<file path="src/rtl/dac_write_spi_if.sv">
// Interface for the DAC write SPI block: the sample request inputs and the
// SPI, latch and status outputs. The requester (the master) drives the
// request side; the block (the slave) drives everything else.
interface dac_write_spi_if;
    logic        start;
    logic [11:0] data_in;
    logic        gain_1x;
    logic        buf_en;
    logic        shutdown;
    logic        sck_out;
    logic        mosi;
    logic        cs_n;
    logic        ldac_n;
    logic        busy;
    logic        done;

    modport master (
        output start, data_in, gain_1x, buf_en, shutdown,
        input  sck_out, mosi, cs_n, ldac_n, busy, done
    );

    modport slave (
        input  start, data_in, gain_1x, buf_en, shutdown,
        output sck_out, mosi, cs_n, ldac_n, busy, done
    );
endinterface

</file>
<file path="src/rtl/dac_write_spi.sv">
// Single-channel DAC writer: sends one 16-bit command word (channel A,
// buffer, gain, shutdown, 12-bit code) MSB first in SPI mode 0, then pulses
// ldac_n to move the word to the DAC output. Every output is a flop.
module dac_write_spi #(
    parameter int HALF_DIV = 4
) (
    input  logic           clk,
    input  logic           reset,
    dac_write_spi_if.slave bus
);

    localparam logic [1:0] IDLE  = 2'd0;
    localparam logic [1:0] SETUP = 2'd1;
    localparam logic [1:0] SHIFT = 2'd2;
    localparam logic [1:0] LATCH = 2'd3;

    localparam logic [7:0] DIV_LAST = 8'(HALF_DIV - 1);
    localparam logic [4:0] BIT_LAST = 5'd15;

    logic [1:0]  state;
    logic [7:0]  div_cnt;
    logic [4:0]  bit_cnt;
    logic [15:0] frame;
    logic [15:0] load_word;
    logic        div_end;

    logic sck_q;
    logic mosi_q;
    logic cs_n_q;
    logic ldac_n_q;
    logic busy_q;
    logic done_q;

    // Command word assembled from the request inputs: channel A, buffer,
    // gain, active-high output enable, then the code.
    assign load_word = {1'b0, bus.buf_en, bus.gain_1x, ~bus.shutdown, bus.data_in};
    assign div_end   = (div_cnt == DIV_LAST);

    // Sequencer: frame timing, serial shift and latch strobe.
    // NOTE: all state here uses non-blocking assignments so every flop
    // samples pre-edge values and the block behaves as parallel registers.
    always_ff @(posedge clk) begin
        if (reset) begin
            state    <= IDLE;
            div_cnt  <= '0;
            bit_cnt  <= '0;
            // NOTE: the frame register is a plain flop bank, so it is cleared
            // with everything else; no stale word survives an aborted frame.
            frame    <= '0;
            sck_q    <= 1'b0;
            mosi_q   <= 1'b0;
            cs_n_q   <= 1'b1;
            ldac_n_q <= 1'b1;
            busy_q   <= 1'b0;
            done_q   <= 1'b0;
        end else begin
            done_q <= 1'b0;
            case (state)
                IDLE: begin
                    if (bus.start) begin
                        frame   <= load_word;
                        mosi_q  <= load_word[15];
                        cs_n_q  <= 1'b0;
                        busy_q  <= 1'b1;
                        div_cnt <= '0;
                        bit_cnt <= '0;
                        state   <= SETUP;
                    end
                end
                SETUP: begin
                    if (div_end) begin
                        // First rising edge; pre-shift so the top bit is the
                        // one to present at the coming falling edge.
                        sck_q   <= 1'b1;
                        frame   <= {frame[14:0], 1'b0};
                        div_cnt <= '0;
                        state   <= SHIFT;
                    end else begin
                        div_cnt <= div_cnt + 8'd1;
                    end
                end
                SHIFT: begin
                    if (!div_end) begin
                        div_cnt <= div_cnt + 8'd1;
                    end else begin
                        div_cnt <= '0;
                        if (sck_q) begin
                            // End of high phase: fall, and present the next
                            // bit unless this was the last one.
                            sck_q <= 1'b0;
                            if (bit_cnt != BIT_LAST) begin
                                mosi_q <= frame[15];
                            end
                        end else if (bit_cnt == BIT_LAST) begin
                            // Low phase of bit 16 was the CS hold time.
                            cs_n_q   <= 1'b1;
                            ldac_n_q <= 1'b0;
                            state    <= LATCH;
                        end else begin
                            sck_q   <= 1'b1;
                            frame   <= {frame[14:0], 1'b0};
                            bit_cnt <= bit_cnt + 5'd1;
                        end
                    end
                end
                LATCH: begin
                    if (div_end) begin
                        ldac_n_q <= 1'b1;
                        busy_q   <= 1'b0;
                        done_q   <= 1'b1;
                        mosi_q   <= 1'b0;
                        div_cnt  <= '0;
                        state    <= IDLE;
                    end else begin
                        div_cnt <= div_cnt + 8'd1;
                    end
                end
                default: state <= IDLE;
            endcase
        end
    end

    assign bus.sck_out = sck_q;
    assign bus.mosi    = mosi_q;
    assign bus.cs_n    = cs_n_q;
    assign bus.ldac_n  = ldac_n_q;
    assign bus.busy    = busy_q;
    assign bus.done    = done_q;

endmodule

</file>
<file path="src/flat_wrapper.sv">
// flat-port wrapper written by rule: the top's interface ports become plain ports
module dac_write_spi_flat 
#(
    parameter int HALF_DIV = 4
)
  (clk, reset, bus_start, bus_data_in, bus_gain_1x, bus_buf_en, bus_shutdown, bus_sck_out, bus_mosi, bus_cs_n, bus_ldac_n, bus_busy, bus_done);
  dac_write_spi_if bus_i ();
  input  logic clk;
  input  logic reset;
  input wire logic [$bits(bus_i.start)-1:0] bus_start;
  input wire logic [$bits(bus_i.data_in)-1:0] bus_data_in;
  input wire logic [$bits(bus_i.gain_1x)-1:0] bus_gain_1x;
  input wire logic [$bits(bus_i.buf_en)-1:0] bus_buf_en;
  input wire logic [$bits(bus_i.shutdown)-1:0] bus_shutdown;
  output wire logic [$bits(bus_i.sck_out)-1:0] bus_sck_out;
  output wire logic [$bits(bus_i.mosi)-1:0] bus_mosi;
  output wire logic [$bits(bus_i.cs_n)-1:0] bus_cs_n;
  output wire logic [$bits(bus_i.ldac_n)-1:0] bus_ldac_n;
  output wire logic [$bits(bus_i.busy)-1:0] bus_busy;
  output wire logic [$bits(bus_i.done)-1:0] bus_done;
  assign bus_i.start = bus_start;
  assign bus_i.data_in = bus_data_in;
  assign bus_i.gain_1x = bus_gain_1x;
  assign bus_i.buf_en = bus_buf_en;
  assign bus_i.shutdown = bus_shutdown;
  assign bus_sck_out = bus_i.sck_out;
  assign bus_mosi = bus_i.mosi;
  assign bus_cs_n = bus_i.cs_n;
  assign bus_ldac_n = bus_i.ldac_n;
  assign bus_busy = bus_i.busy;
  assign bus_done = bus_i.done;
  dac_write_spi #(.HALF_DIV(HALF_DIV)) u_core (.clk(clk), .reset(reset), .bus(bus_i));
endmodule
</file>
<file path="config.mk">
export PLATFORM = sky130hd
export DESIGN_NAME = dac_write_spi_flat
export DESIGN_NICKNAME = d
export VERILOG_FILES = /design/src/rtl/dac_write_spi_if.sv /design/src/rtl/dac_write_spi.sv /design/src/flat_wrapper.sv
export SDC_FILE = /design/constraint.sdc
export NUM_CORES = 1
export LEC_CHECK = 0
export CORE_MARGIN = 3
export CORE_UTILIZATION = 47
export DETAILED_ROUTE_END_ITERATION = 8
export PLACE_DENSITY = 0.74
export REMOVE_ABC_BUFFERS = 1
export SYNTH_ARGS = -nofsm -noshare
export SYNTH_HDL_FRONTEND = slang
export SYNTH_SLANG_ARGS = --single-unit
</file>
<file path="constraint.sdc">
create_clock -name clk -period 6.51 [get_ports clk]
set_input_delay 1.302 -clock clk [delete_from_list [all_inputs] [get_ports clk]]
set_output_delay 1.302 -clock clk [all_outputs]
set_load 0.01 [all_outputs]
</file>
==> results of run 1 <==
final cells by class:
class                   instances  area, µm²
multi-input cells             159       1130
inverters                       7       26.3
flip-flops and latches         37        741
well taps                      48       60.1
clock inverters                 3       65.1
clock buffers                   5       68.8
repair buffers                 25        245
fillers                       349       1490
worst max path at each step:
stage,endpoint
after floorplan,u_core.frame[10]$_SDFFE_PP0P_
after global placement,u_core.frame[4]$_SDFFE_PP0P_
after detailed placement,u_core.frame[13]$_SDFFE_PP0P_
after CTS,u_core.frame[13]$_SDFFE_PP0P_
after global routing,u_core.frame[10]$_SDFFE_PP0P_
final,u_core.frame[13]$_SDFFE_PP0P_
layout by cell type, fill, tap and decap left out, drive strengths merged, types with 7 or more instances in the layout:
cell and instances:
a311oi 14, ha 10, nand2 11, dfxtp 37, a21oi 24, mux2i 18
o21ai 10, inv 7, nor2 12, clkdlybuf4s50 23
metal layers:
layer	track usage (%)	up-vias	wire (µm)
li1	-	854	-
met2	26.2	35	1810
met4	9.15	0	85
met5	0	-	0
met3	4.03	8	172
met1	24.2	782	1960
worst max-delay path, cell delays in order:
cell and delay, ns:
sky130_fd_sc_hd__clkdlybuf4s50_1 0.52, sky130_fd_sc_hd__nand2b_1 0.33, sky130_fd_sc_hd__and2_1 0.79, sky130_fd_sc_hd__a21oi_1 0.13, sky130_fd_sc_hd__a311oi_1 0.30
synthesized netlist by cell type, drive strengths merged, types with 4 or more instances:
cell / n / share of area (%)
dfxtp: 37 / 38
a21oi: 24 / 6.2
mux2i: 18 / 9.3
a311oi: 14 / 6.3
nor2: 12 / 2.3
clkbuf: 11 / 2.1
nand2: 11 / 2.1
ha: 10 / 6.4
o21ai: 10 / 2.6
inv: 7 / 1.4
nand3: 5 / 1.3
nand4: 5 / 1.6
nand2b: 4 / 1.3
nor3: 4 / 1.0
or3: 4 / 1.3
xnor2: 4 / 1.8
metrics by stage:
stage          cell area, µm²  worst slack, ns  util, %  hold slack (ns)  total power [mW]
6_report                 2340             3.32     61.2            0.476              1.01
2_1_floorplan            1890             3.25        -            0.442             0.662
3_3_place_gp             2210             3.10     57.7            0.462             0.768
5_1_grt                  2340             3.04     61.2            0.506              1.09
3_5_place_dp             2210             3.03     57.7            0.470             0.776
4_1_cts                  2340             3.34     61.2            0.481              1.01
logic make-up (layout without fill, tap and decap cells):
kind of cell	count (synthesis)	count (layout)	synth area share (%)
adder cells (fa/ha/maj)	10	10	6.44
XOR/XNOR	7	7	3.16
AO/OA/AOI/OAI	62	62	20.8
multiplexers	18	18	9.27
buffers and inverters	21	40	4.19
AND/OR/NAND/NOR	62	62	18.0
flip-flops	37	37	38.1
sequential cells by signal (all words and copies together), names as in the netlist:
name / flops
u_core.bit_cnt: 5
u_core.bus.busy: 1
u_core.bus.cs_n: 1
u_core.bus.done: 1
u_core.bus.ldac_n: 1
u_core.bus.mosi: 1
u_core.bus.sck_out: 1
u_core.div_cnt: 8
u_core.frame: 16
u_core.state: 2
power groups by stage:
| stage | Clock, mW | Sequential [mW] | Combinational, mW |
|---|---|---|---|
| floorplan | 0 | 0.305 | 0.357 |
| global route | 0.250 | 0.313 | 0.526 |
| CTS | 0.240 | 0.307 | 0.466 |
| detailed placement | 0 | 0.311 | 0.465 |
| finish | 0.234 | 0.307 | 0.465 |
| global placement | 0 | 0.310 | 0.458 |
==> results.md, run 1 <==
* Fmax achieved at ~0.31 GHz
* Remaining max-slew budget at the tightest pin at 34.0%
* Logic pwr share at a little under half
* Number of synthesis warnings at 0
* Reported leakage power at approximately 0.86 nW
* Critical path data required time at between 6 and 7 ns
* Global-route congestion overflow total at 0
* Flip-flop and latch count after synthesis at 37
* Clock share of power at 23.3%
* Starting utilization of the core area at about half
* Fin. Hold Viols at 0
* Switching fraction of total power at between 30% and 40%
* DIE AREA at ~4900 µm²
* Number of levels the H-tree was split into at 2
* Die outline height at between 70 and 80 µm
* Clk sinks at 37
* Total instance count after detailed placement at 276
* Sum of negative setup slack at 0 ns
* Number of setup violations in the final report at 0
* Router iterations before antenna repair at 4
* Number of diodes added for antenna fixing at 0
* Instance count of the mapped netlist at 217
* Combined global-route utilization of all metal layers at between 10% and 20%
* Count of standard-cell rows at 22
* Period minus WS final at approximately 3.2 ns
* Class of the most critical hold timing path: reg2reg
* Clock edge transition at the registers on the reported setup and hold paths at roughly 0.070 ns
* WL per Instance at between 10 and 15 µm
* Count of final max-slew check failures at 0
* Total of hold buffers inserted after clock tree synthesis at 0
* Worst hold start: u_core.div_cnt[1]$_SDFFE_PP0N_
* Number of clock buffers inserted by TritonCTS at 5
* Post CTS Setup Buffer Count at 0
* Outcome: complete, no violations
* Area of the core region at around 3800 µm²
* RSZ-0062 raised after global routing: no
* Reg-to-reg slack, setup at 3.93 ns
* Via-per-instance ratio at roughly 5.9
* Worst-margin pin slew at a little under 1 ns
* TritonCTS clock tree: done
* Share of total power in sequential cells at roughly 31%
* Insertion delay to the later sink of the worst-skew pair at approximately 0.29 ns
* Worst reg2reg path endpoint: u_core.frame[13]$_SDFFE_PP0P_
* Antenna Violating Nets Remaining at 0
* Max clock buf depth at 2
* Area of the mapped netlist at between 1500 and 2000 µm²
* Synth Area per Inst at just under 9 µm²
* Width of the die at between 70 and 80 µm
* Fraction of the yosys area taken by sequential cells at between 30% and 40%
* Post-detailed-route DRC marker count at 0
* Post-layout nets at roughly 260
* Worst Hold Path Cells at 2
* Worst setup path startpoint: bus_start
* Number of enable flip-flop cells after synthesis at 0
* Cell Count, Final, Fillers Out at roughly 280
* Critical Path End Type: register
* Internal Dissipation at around 0.63 mW
* Global-route wire length before repair at 7.20 mm
* Critical-path maximum fanout at 29
* Total via count in the routed design at around 1.7k
* Layout-stage area growth over the synthesis result at 20.5%
* Pin count of the biggest net entering global routing at 32
* Layout Skew at ~0.0056 ns
* Most used DFF post-synth: sky130_fd_sc_hd__dfxtp_1
* Depth of the most critical reg-to-reg path at 5
* Via count of the first global-routing pass at around 1.6k
* Net switching power of the design at about 0.38 mW
* Final period util at approximately half
* Data arrival time of the critical path at ~3.4 ns
* Hold-critical path endpoint: u_core.div_cnt[1]$_SDFFE_PP0N_
* Initial antenna violation count at 0
* Critical path class: in2reg
* Initial detailed-routing violation count at between 100 and 150
* Share of layout cells above drive strength 1 at ~6.8%
* Fraction of synthesis flops using an asynchronous set or reset pin at 0%
* Worst IR Drop VDD at 0.177 mV
* # port buffers at 23
* Gp weighted congestion at 0.867
* Unique masters post-synth at between 40 and 50
* Reported max-cap violation count at 0
* HPWL after DPL at roughly 2.8 mm
* Cells resized by post-CTS repair at 0
* Number of top-level pins at 24
* Root Driver: sky130_fd_sc_hd__clkbuf_8
* Routed WL at 4.03 mm
* Kind of start point of the critical path: primary input
* Power Dens Cells at 430 nW/µm²
* R2R Path Start: u_core.div_cnt[0]$_SDFFE_PP0N_
Power figures use the tool's default switching activity.
==> run 2, diff against run 1 <==
- clock period: 6.51 -> 3.05 ns (I/O delays scaled with it)
==> run 2 against run 1 <==
Against the previous run: combinational power rose by 120%; die area did not move; critical path type is now reg2reg; highest routed layer unchanged; sequential cell count did not move; final cell count rose by 1.1%; clock-buffer cell count rose by 3.
==> results.md, run 2 (synthesis gave the netlist of run 1 again) <==
* Most frequent standard cell in the layout excluding fill and tap cells: sky130_fd_sc_hd__dfxtp_1
* Total via count in the routed design at roughly 1.6k
* Worst-margin pin slew at approximately 1.1 ns
* Number of levels the H-tree was split into at 2
* Final hold slack at about 0.47 ns
* Number of diodes added for antenna fixing at 0
* Clk sinks at 37
* Number of flip-flops in the largest register at 16
* Router iterations before antenna repair at 4
* Layout-stage area growth over the synthesis result at 18.9%
* TritonCTS clock tree: done
* # port buffers at 23
* Root Driver: sky130_fd_sc_hd__clkbuf_8
* Width of the die at approximately 70 µm
* Initial detailed-routing violation count at 171
* RSZ-0062 raised after global routing: no
* Post-layout nets at roughly 270
* Period minus WS final at 2.60 ns
* Critical path class: reg2reg
* Final period util at a little under nine tenths
* Largest register by flop count: u_core.frame
* Cell Count, Final, Fillers Out at 287
* Share of layout cells above drive strength 1 at under 10%
* Fmax achieved at about 0.38 GHz
* Global routing usage on met3 at 4.17%
* Number of setup violations in the final report at 0
* Cells resized by post-CTS repair at 0
* DIE AREA at a little under 5000 µm²
* Power consumption at ~2 mW
* Outcome: complete, no violations
* Area of the core region at 3830 µm²
* Global-route congestion overflow total at 0
* Met1 global-route usage at 23.4%
* Data arrival time of the critical path at 2.79 ns
* Insertion delay to the later sink of the worst-skew pair at between 0.2 and 0.3 ns
* Max clock buf depth at 2
* Regs by FF count: u_core.frame x16, u_core.div_cnt x8, u_core.bit_cnt x5
* Clock edge transition at the registers on the reported setup and hold paths at 0.07 ns
* Global-route wire length before repair at slightly below 7 mm
* Reported leakage power at approximately 0.85 nW
* Total instance count after detailed placement at ~280
* Busiest layer in global routing: met2
* Sum of negative setup slack at 0 ns
* Combined global-route utilization of all metal layers at between 10% and 20%
* Number of clock buffers inserted by TritonCTS at 5
* Fraction of met2 tracks used by global routing at 25.4%
* Number of top-level pins at 24
* Power Dens Cells at 869 nW/µm²
* Initial antenna violation count at 0
* Count of final max-slew check failures at 0
* Kind of start point of the critical path: register
* WL per Instance at about 14 µm
* Post-detailed-route DRC marker count at 0
* Pin count of the biggest net entering global routing at 30
* Critical Path End Type: register
* Routed WL at 4.12 mm
* Via-per-instance ratio at approximately 5.7
* Gp weighted congestion at around 0.84
* Reported max-cap violation count at 0
* Leading cell types in the layout, fill and taps excluded: sky130_fd_sc_hd__dfxtp_1 (37), sky130_fd_sc_hd__a21oi_1 (24), sky130_fd_sc_hd__clkdlybuf4s50_1 (23)
* Worst IR Drop VDD at between 0.3 and 0.4 mV
* Class of the most critical hold timing path: reg2reg
* Critical path data required time at 3.24 ns
* Fin. Hold Viols at 0
* Remaining max-slew budget at the tightest pin at a little under 30%
* HPWL after DPL at 2.83 mm
* Starting utilization of the core area at between 50 and 60%
* Layout Skew at a little over 0.01 ns
* Antenna Violating Nets Remaining at 0
* Critical-path maximum fanout at 29
* Count of standard-cell rows at 22
* Post CTS Setup Buffer Count at 0
* Die outline height at approximately 70 µm
* Via count of the first global-routing pass at between 1k and 1.5k
* Final core utilization at about three fifths
* Total of hold buffers inserted after clock tree synthesis at 0
* Filler cells at 333
-- run 2: worst paths after layout --
path                                                     start                             end  slack, ns  cells after the start
worst max-delay path            u_core.div_cnt[0]$_SDFFE_PP0N_    u_core.frame[7]$_SDFFE_PP0P_       0.45                      5
worst min-delay path            u_core.bit_cnt[4]$_SDFFE_PP0P_  u_core.bit_cnt[4]$_SDFFE_PP0P_       0.47                      2
worst max register to register  u_core.div_cnt[0]$_SDFFE_PP0N_    u_core.frame[7]$_SDFFE_PP0P_       0.45                      5
worst min register to register  u_core.bit_cnt[4]$_SDFFE_PP0P_  u_core.bit_cnt[4]$_SDFFE_PP0P_       0.47                      2
-- run 2: layout make-up --
| class | instances | area [µm²] | area share [%] |
|---|---|---|---|
| sequential | 37 | 741 | 32.1 |
| clock buffer | 8 | 80.1 | 3.47 |
| multi-input combinational | 159 | 1130 | 49.1 |
| inverter | 7 | 26.3 | 1.14 |
| timing repair buffer | 28 | 268 | 11.6 |
| tap | 48 | 60.1 | 2.60 |
-- run 2: metrics by stage --
step                instance area, µm²  worst slack, ns
CTS                               2310            0.447
global placement                  2230            0.533
global route                      2310            0.228
detailed placement                2230            0.484
finish                            2310            0.447
floorplan                         1890           -0.209
-- run 2: critical path, stage by stage, from the launching register on --
cell and delay [ns]:
sky130_fd_sc_hd__dfxtp_1 0.37, sky130_fd_sc_hd__ha_1 0.23, sky130_fd_sc_hd__or4b_4 0.53, sky130_fd_sc_hd__o31ai_4 0.93, sky130_fd_sc_hd__a21oi_1 0.16, sky130_fd_sc_hd__a311oi_1 0.29
-- run 2: routing by layer --
layer	routed length (µm)	up-vias
li1	-	855
met1	2070	736
met2	1830	42
met3	164	5
met4	53	0
met5	0	-
-- run 2: where the power goes --
group / switching [mW] / internal (mW)
Sequential: 0.0657 / 0.589
Clock: 0.169 / 0.162
Combinational: 0.588 / 0.434
==> run 3, diff against run 2 <==
- CAP_MARGIN: default -> 20
- CORE_UTILIZATION: 47 -> 51
- PLACE_DENSITY: 0.74 -> 0.79
==> run 3 against run 2 <==
Against the previous run: critical path depth unchanged; utilization increased by 5.8 points; clock power about the same; cell area increased by 0.16%; sequential power decreased by 0.8%; total power decreased by 0.84%; die area decreased by 7.2%; global-route usage increased by 1.6 points; critical endpoint is now u_core.frame[6]$_SDFFE_PP0P_.
==> results.md, run 3 (synthesis gave the netlist of run 1 again) <==
* Outcome: complete, no violations
* Remaining max-slew budget at the tightest pin at approximately a third
* Combined global-route utilization of all metal layers at between 10% and 20%
* Sum of negative setup slack at 0 ns
* Via-per-instance ratio at around 5.8
* Pin count of the biggest net entering global routing at 31
* DIE AREA at ~4600 µm²
* Regs by FF count: u_core.frame x16, u_core.div_cnt x8, u_core.bit_cnt x5
* Most frequent standard cell in the layout excluding fill and tap cells: sky130_fd_sc_hd__dfxtp_1
* RSZ-0062 raised after global routing: no
* Die outline height at just under 70 µm
* Post-detailed-route DRC marker count at 0
* Area of the core region at between 3000 and 4000 µm²
* Critical path class: reg2reg
* Worst reg2reg path endpoint: u_core.frame[6]$_SDFFE_PP0P_
* Total instance count after detailed placement at approximately 280
* Leading cell types in the layout, fill and taps excluded: sky130_fd_sc_hd__dfxtp_1 (37), sky130_fd_sc_hd__a21oi_1 (24), sky130_fd_sc_hd__clkdlybuf4s50_1 (23)
* Number of clock buffers inserted by TritonCTS at 5
* Power Dens Cells at 860 nW/µm²
* Layout-stage area growth over the synthesis result at 19.1%
* Layout Skew at ~0.01 ns
* Number of flip-flops in the largest register at 16
* Clk sinks at 37
* Reported leakage power at approximately 0.85 nW
* Critical path data required time at 3.25 ns
* Hold-critical path endpoint: u_core.bit_cnt[3]$_SDFFE_PP0P_
* Routed WL at 3.93 mm
* Fin. Hold Viols at 0
* Power consumption at 1.99 mW
* Max clock buf depth at 2
* Total via count in the routed design at between 1.5k and 2k
* Worst hold start: u_core.bit_cnt[3]$_SDFFE_PP0P_
* R2R Path Start: u_core.div_cnt[0]$_SDFFE_PP0N_
* Kind of start point of the critical path: register
* Class of the most critical hold timing path: reg2reg
* Reg-to-reg slack, setup at 0.48 ns
* Root Driver: sky130_fd_sc_hd__clkbuf_8
* Number of top-level pins at 24
* Final hold slack at between 0.4 and 0.5 ns
* Number of levels the H-tree was split into at 2
* Via count of the first global-routing pass at 1,463
* WL per Instance at approximately 14 µm
* Clock edge transition at the registers on the reported setup and hold paths at approximately 0.080 ns
* Worst IR Drop VDD at ~0.43 mV
* Fmax achieved at roughly 0.39 GHz
* Worst-margin pin slew at approximately 1.0 ns
* Cell Count, Final, Fillers Out at around 290
* TritonCTS clock tree: done
* Router iterations before antenna repair at 4
* Total of hold buffers inserted after clock tree synthesis at 0
* Antenna Violating Nets Remaining at 0
* Depth of the most critical reg-to-reg path at 5
* Number of setup violations in the final report at 0
* Count of final max-slew check failures at 0
* Initial antenna violation count at 0
* Critical Path End Type: register
* Insertion delay to the later sink of the worst-skew pair at just under 0.3 ns
* # port buffers at 23
* Count of standard-cell rows at 21
* Number of diodes added for antenna fixing at 0
* Critical-path maximum fanout at 29
* Largest register by flop count: u_core.frame
* Gp weighted congestion at approximately 0.85
* Filler cells at between 300 and 400
* Cells resized by post-CTS repair at 0
* Width of the die at about 68 µm
* HPWL after DPL at roughly 2.8 mm
* Final period util at a little over four fifths
* Post-layout nets at between 200 and 300
* Global-route congestion overflow total at 0
* Share of layout cells above drive strength 1 at 7.95%
* Starting utilization of the core area at 55.6%
* Period minus WS final at 2.57 ns
* Initial detailed-routing violation count at about 140
* Reported max-cap violation count at 0
* Data arrival time of the critical path at 2.77 ns
* Worst Hold Path Cells at 2
* Global-route wire length before repair at between 6 and 7 mm
* Post CTS Setup Buffer Count at 0
run 3: cell count changes in the layout (fill, tap and decap cells not counted):
cell and change:
sky130_fd_sc_hd__clkinv_2 +2, sky130_fd_sc_hd__clkbuf_1 -3, sky130_fd_sc_hd__clkinvlp_4 +1
run 3: metrics by stage:
| step | cell area, µm² | worst slack [ns] | util [%] |
|---|---|---|---|
| detailed placement | 2230 | 0.512 | 63.7 |
| global placement | 2230 | 0.551 | 63.7 |
| floorplan | 1890 | -0.209 | - |
| CTS | 2310 | 0.465 | 66.2 |
| finish | 2310 | 0.484 | 66.2 |
| global route | 2310 | 0.247 | 66.2 |
run 3: worst max path at each step:
stage / endpoint / start
floorplan: u_core.frame[10]$_SDFFE_PP0P_ / u_core.div_cnt[0]$_SDFFE_PP0N_
global placement: u_core.frame[7]$_SDFFE_PP0P_ / u_core.div_cnt[0]$_SDFFE_PP0N_
detailed placement: u_core.frame[4]$_SDFFE_PP0P_ / u_core.div_cnt[0]$_SDFFE_PP0N_
CTS: u_core.frame[4]$_SDFFE_PP0P_ / u_core.div_cnt[0]$_SDFFE_PP0N_
global route: u_core.frame[1]$_SDFFE_PP0P_ / u_core.div_cnt[0]$_SDFFE_PP0N_
finish: u_core.frame[6]$_SDFFE_PP0P_ / u_core.div_cnt[0]$_SDFFE_PP0N_
run 3: power breakdown:
part	switching, mW	internal, mW
clock network	0.173	0.157
registers	0.0608	0.589
logic	0.578	0.433
total	0.811	1.18
run 3: worst max-delay path, stage by stage, from the launching register on:
cell and delay (ns):
sky130_fd_sc_hd__dfxtp_1 0.37, sky130_fd_sc_hd__ha_1 0.23, sky130_fd_sc_hd__or4b_4 0.53, sky130_fd_sc_hd__o31ai_4 0.91, sky130_fd_sc_hd__a21oi_1 0.16, sky130_fd_sc_hd__a311oi_1 0.28
run 3: area by class of cell:
class | instances | area [µm²] | share of cell area [%]
clock buffer | 5 | 68.8 | 2.97
clock inverter | 3 | 17.5 | 0.757
inverter | 7 | 26.3 | 1.14
multi-input combinational | 159 | 1130 | 49.1
sequential | 37 | 741 | 32.0
tap | 46 | 57.6 | 2.49
timing repair buffer | 28 | 268 | 11.6
run 3: layer usage:
metal	wire length, µm	track usage, %	up-vias
met3	176	4.66	11
met4	81	7.59	0
met2	1780	30.3	43
met1	1890	22.9	757
met5	0	0	-
li1	-	-	854
==> variant 1, RTL diff (flow settings as in run 1) <==
Compare `bit_cnt` against `BIT_LAST` with >= in place of ==.
--- a/src/rtl/dac_write_spi.sv
+++ b/src/rtl/dac_write_spi.sv
@@ -91,7 +91,7 @@
                             if (bit_cnt != BIT_LAST) begin
                                 mosi_q <= frame[15];
                             end
-                        end else if (bit_cnt == BIT_LAST) begin
+                        end else if (bit_cnt >= BIT_LAST) begin
                             // Low phase of bit 16 was the CS hold time.
                             cs_n_q   <= 1'b1;
                             ldac_n_q <= 1'b0;
Check against the original RTL: no difference found for any inputs over 10 cycles, from zero or initial values and one cycle with reset high; that may be too few to reach the edited logic, so the function may still have changed.
==> variant 1 against run 1 <==
- hold slack got worse by 0.021 ns
- die area is 0.65% lower
- clock skew fell by 0.0034 ns
- routed wire length up 6.1%
- utilization fell by 1.9 points
- critical endpoint is now u_core.frame[8]$_SDFFE_PP0P_
- final area fell by 3.7%
- combinational power is 1% higher
- power fell by 7.5%
- critical path depth is the same
- clock power is 34% lower
- sequential cell count is the same
- setup slack worse by 0.0059 ns
- area after synthesis decreased by 0.71%
==> variant 1: results (changes against run 1) <==
Non-Clock Buffer Area Fraction: 10.9% (+0.41 points)
Pre-CTS worst setup slack: 3.07 ns (+0.0389 ns)
Outcome: finished, final reports clean
Sequential cell area fraction in the yosys report: 38.4% (+0.27 points)
Hold worst-path end: u_core.bus.mosi$_SDFFE_PP0P_
Total GRT Usage: 18.1% (+0.25 points)
Fraction of the mapped netlist area in compound gates: 25.7% (+4.9 points)
Non-clk invs: 4 (-3)
Post-synthesis instance total: 214 (-1.4%)
GR Layer Usage met2: 30.6% (+4.4 points)
Core occupancy in the finished layout: 59.3% (-1.9 points)
Flip-flop and latch count: 37 (unchanged)
DR WL met2: 2.10 mm (+16%)
Net switching share of the total power: 41.8% (+4.0 points)
Leakage dissipation: 0.835 nW (-3.0%)
Final Net Count: 259 (-1.5%)
Parity-gate share of the synthesized area counting xor and xnor cells: 0% (-3.2 points)
Data arrival time of the worst path: 3.31 ns (-0.08 ns)
Combinational power share: 50.5% (+4.3 points)
Hold_ws: 0.455 ns (-0.0208 ns)
Layout fillers: 352 (+0.86%)
Global-route wire length before repair: 7.37 mm (+2.3%)
DR WL/cell: 15.2 um (+7.2%)
Sequential share of cell area: 32.9% (+1.2 points)
Vias post-DR: 1,690 (+0.66%)
## variant 1: cell count changes after synthesis, moves of 3 or more
cell,change
sky130_fd_sc_hd__nor2_1,+3
sky130_fd_sc_hd__xor2_1,-3
sky130_fd_sc_hd__xnor2_1,-4
sky130_fd_sc_hd__inv_1,-3
sky130_fd_sc_hd__a311oi_1,-9
sky130_fd_sc_hd__or3_1,-3
sky130_fd_sc_hd__a21oi_1,+6
sky130_fd_sc_hd__nand2_1,-4
sky130_fd_sc_hd__a211oi_1,+12
sky130_fd_sc_hd__or4_1,+4
sky130_fd_sc_hd__buf_4,+3
## variant 1: critical path, stage by stage
cell and delay (ns):
sky130_fd_sc_hd__clkdlybuf4s50_1 0.59, sky130_fd_sc_hd__nor2b_1 0.17, sky130_fd_sc_hd__a211o_1 0.33, sky130_fd_sc_hd__nor2_1 0.74, sky130_fd_sc_hd__a211oi_1 0.18
==> variant 2, RTL diff (flow settings as in run 1) <==
Without the edit above. Make the reset (`reset`) asynchronous in one clocked block.
--- a/src/rtl/dac_write_spi.sv
+++ b/src/rtl/dac_write_spi.sv
@@ -39,7 +39,7 @@
     // Sequencer: frame timing, serial shift and latch strobe.
     // NOTE: all state here uses non-blocking assignments so every flop
     // samples pre-edge values and the block behaves as parallel registers.
-    always_ff @(posedge clk) begin
+    always_ff @(posedge clk or posedge reset) begin
         if (reset) begin
             state    <= IDLE;
             div_cnt  <= '0;
Formal check against the unedited RTL: differs if reset is asserted again (counterexample within 4 cycles, from zero or initial values and one cycle with reset high); with reset held inactive, the same outputs for 10 cycles.
==> variant 2 against run 1 <==
- routed wire length is 4.4% lower
- sequential cell count did not move
- critical path depth decreased by 1
- final area grew 2.8%
- setup slack worse by 0.092 ns
- area after synthesis up 5.0%
- largest cell class unchanged
Power is not compared: it rests on default switching activity, and its combinational part moved more than twofold at a synthesized area within 25%.
==> variant 2: results (changes against run 1) <==
Non-clock buffer instance count of the final layout: 24 (-4.0%)
Path depth of the worst reg2reg path: 5 (unchanged)
Non-Clock Buffer Area Fraction: 9.88% (-0.60 points)
Sequential cell area fraction in the yosys report: 45.5% (+7.4 points)
Worst slew margin relative to its limit: 24.4% (-9.6 points)
Most instantiated flip-flop cell in the synthesis netlist: sky130_fd_sc_hd__dfrtp_1
HPWL after DPL: 2.77 mm (+0.65%)
Vias post-DR: 1,460 (-13%)
Layout fillers: 335 (-4.0%)
Number of multi-input logic gates: 132 (-17%)
Number of clock buffers in the layout: 7 (+2)
Largest delay share family, worst path: compound AO/OA/AOI/OAI gates
Gp weighted congestion: 0.879 (+1.4%)
Fraction of area in clock buffers and inverters: 4.21% (-1.5 points)
Number of unique standard cell types used by synthesis: 40 (-7.0%)
Post-synthesis instance total: 184 (-15%)
Yosys Warn Count: 0 (unchanged)
Outcome: finished, final reports clean
Pre-CTS worst setup slack: 2.93 ns (-0.109 ns)
Global-route wire length before repair: 6.82 mm (-5.4%)
Sequential share of cell area: 38.6% (+6.9 points)
Flip-flop and latch count: 37 (unchanged)
Worst-path fanout max: 16 (-45%)
Avg Synthesized Cell Area: 11.1 um^2 (+24%)
Non-filler cells in the finished layout: 259 (-8.8%)
Hold Path Stages: 1 (-1)
Post-Place Cells: 251 (-9.1%)
Total GRT Usage: 17.3% (-0.53 points)
Share of the final layout cell area in multi-input gates: 43.5% (-5.0 points)
Final design instance area without fill: 0.00241 mm^2 (+2.8%)
Slowest cell on crit path: sky130_fd_sc_hd__a2111oi_4
Worst clock skew: 0.00856 ns (+0.00292 ns)
Non-clk invs: 8 (+1)
Fraction of layout cells with a size suffix above 1: 24.4% (+18 points)
Root buffer cell: sky130_fd_sc_hd__clkbuf_8
Number of antenna diodes: 0 (unchanged)
Pin count of the biggest net entering global routing: 38 (+19%)
Area post-placement: 0.00231 mm^2 (+4.5%)
Number of buffers added on ports: 23 (unchanged)
Max incr delay on CP: 0.99 ns (+0.20 ns)
Worst supply voltage drop on vdd: 125 uV
Data arrival time of the worst path: 3.45 ns (+0.06 ns)
Share of synthesized registers carrying an async set or reset: 100% (+100 points)
Cell types with the highest counts after synthesis: sky130_fd_sc_hd__dfrtp_1 (35), sky130_fd_sc_hd__mux2_2 (29), sky130_fd_sc_hd__nand2_1 (14)
Maximum clock path buffer count: 2 (unchanged)
Drt first-iter violations: 96 (-26%)
Leading cell types by total area after synthesis: sky130_fd_sc_hd__dfrtp_1 (43%), sky130_fd_sc_hd__mux2_2 (16%), sky130_fd_sc_hd__ha_1 (5.5%), sky130_fd_sc_hd__dfstp_2 (2.6%), sky130_fd_sc_hd__nand2_1 (2.6%)
Detailed-router iteration count before antenna repair: 4 (unchanged)
Detailed Route WL: 3.85 mm (-4.4%)
Final Net Count: 235 (-11%)
variant 2: changes by cell type in the layout (fill, tap and decap cells not counted), sizes merged, moves of 4 or more:
cell and delta:
a21oi -17, a311oi -14, dfrtp +35, dfxtp -37
mux2 +29, mux2i -15, nand2 +4, nand3 +5
o21ai -5, xnor2 -4
variant 2: final timing paths:
path	start	end	slack, ns
setup / recovery	bus_start	u_core.frame[0]$_DFFE_PP0P_	3.23
hold / removal	u_core.frame[5]$_DFFE_PP0P_	u_core.frame[5]$_DFFE_PP0P_	0.51
setup reg to reg	u_core.state[0]$_DFFE_PP0P_	u_core.frame[0]$_DFFE_PP0P_	3.56
hold reg to reg	u_core.frame[5]$_DFFE_PP0P_	u_core.frame[5]$_DFFE_PP0P_	0.51
max in group asynchronous	reset	u_core.bus.cs_n$_DFFE_PP1P_	4.74
min in group asynchronous	reset	u_core.div_cnt[0]$_DFFE_PP0P_	1.41
variant 2: kinds of logic (layout without fill, tap and decap cells):
family	Yosys count	after routing	synth area share (%)
AO/OA/AOI/OAI	25	25	8.96
adder cells (fa/ha/maj)	9	9	5.52
flip-flops	37	37	45.5
AND/OR/NAND/NOR	61	61	17.2
multiplexers	32	32	17.5
XOR/XNOR	5	5	2.15
buffers and inverters	15	40	3.13
variant 2: power groups by stage:
stage	Combinational [W]	Sequential, W	Clock (W)
global placement	0.0000220	0.000239	0
finish	0.0000224	0.000235	0.000176
floorplan	0.00000920	0.000239	0
detailed placement	0.0000229	0.000240	0
global route	0.0000250	0.000235	0.000195
CTS	0.0000230	0.000235	0.000182
variant 2: metal layers:
layer / GRT usage (%) / wire length, um
met5: 0 / 0
met4: 7.93 / 60
met3: 7.01 / 177
met2: 29.2 / 1960
met1: 19.0 / 1650
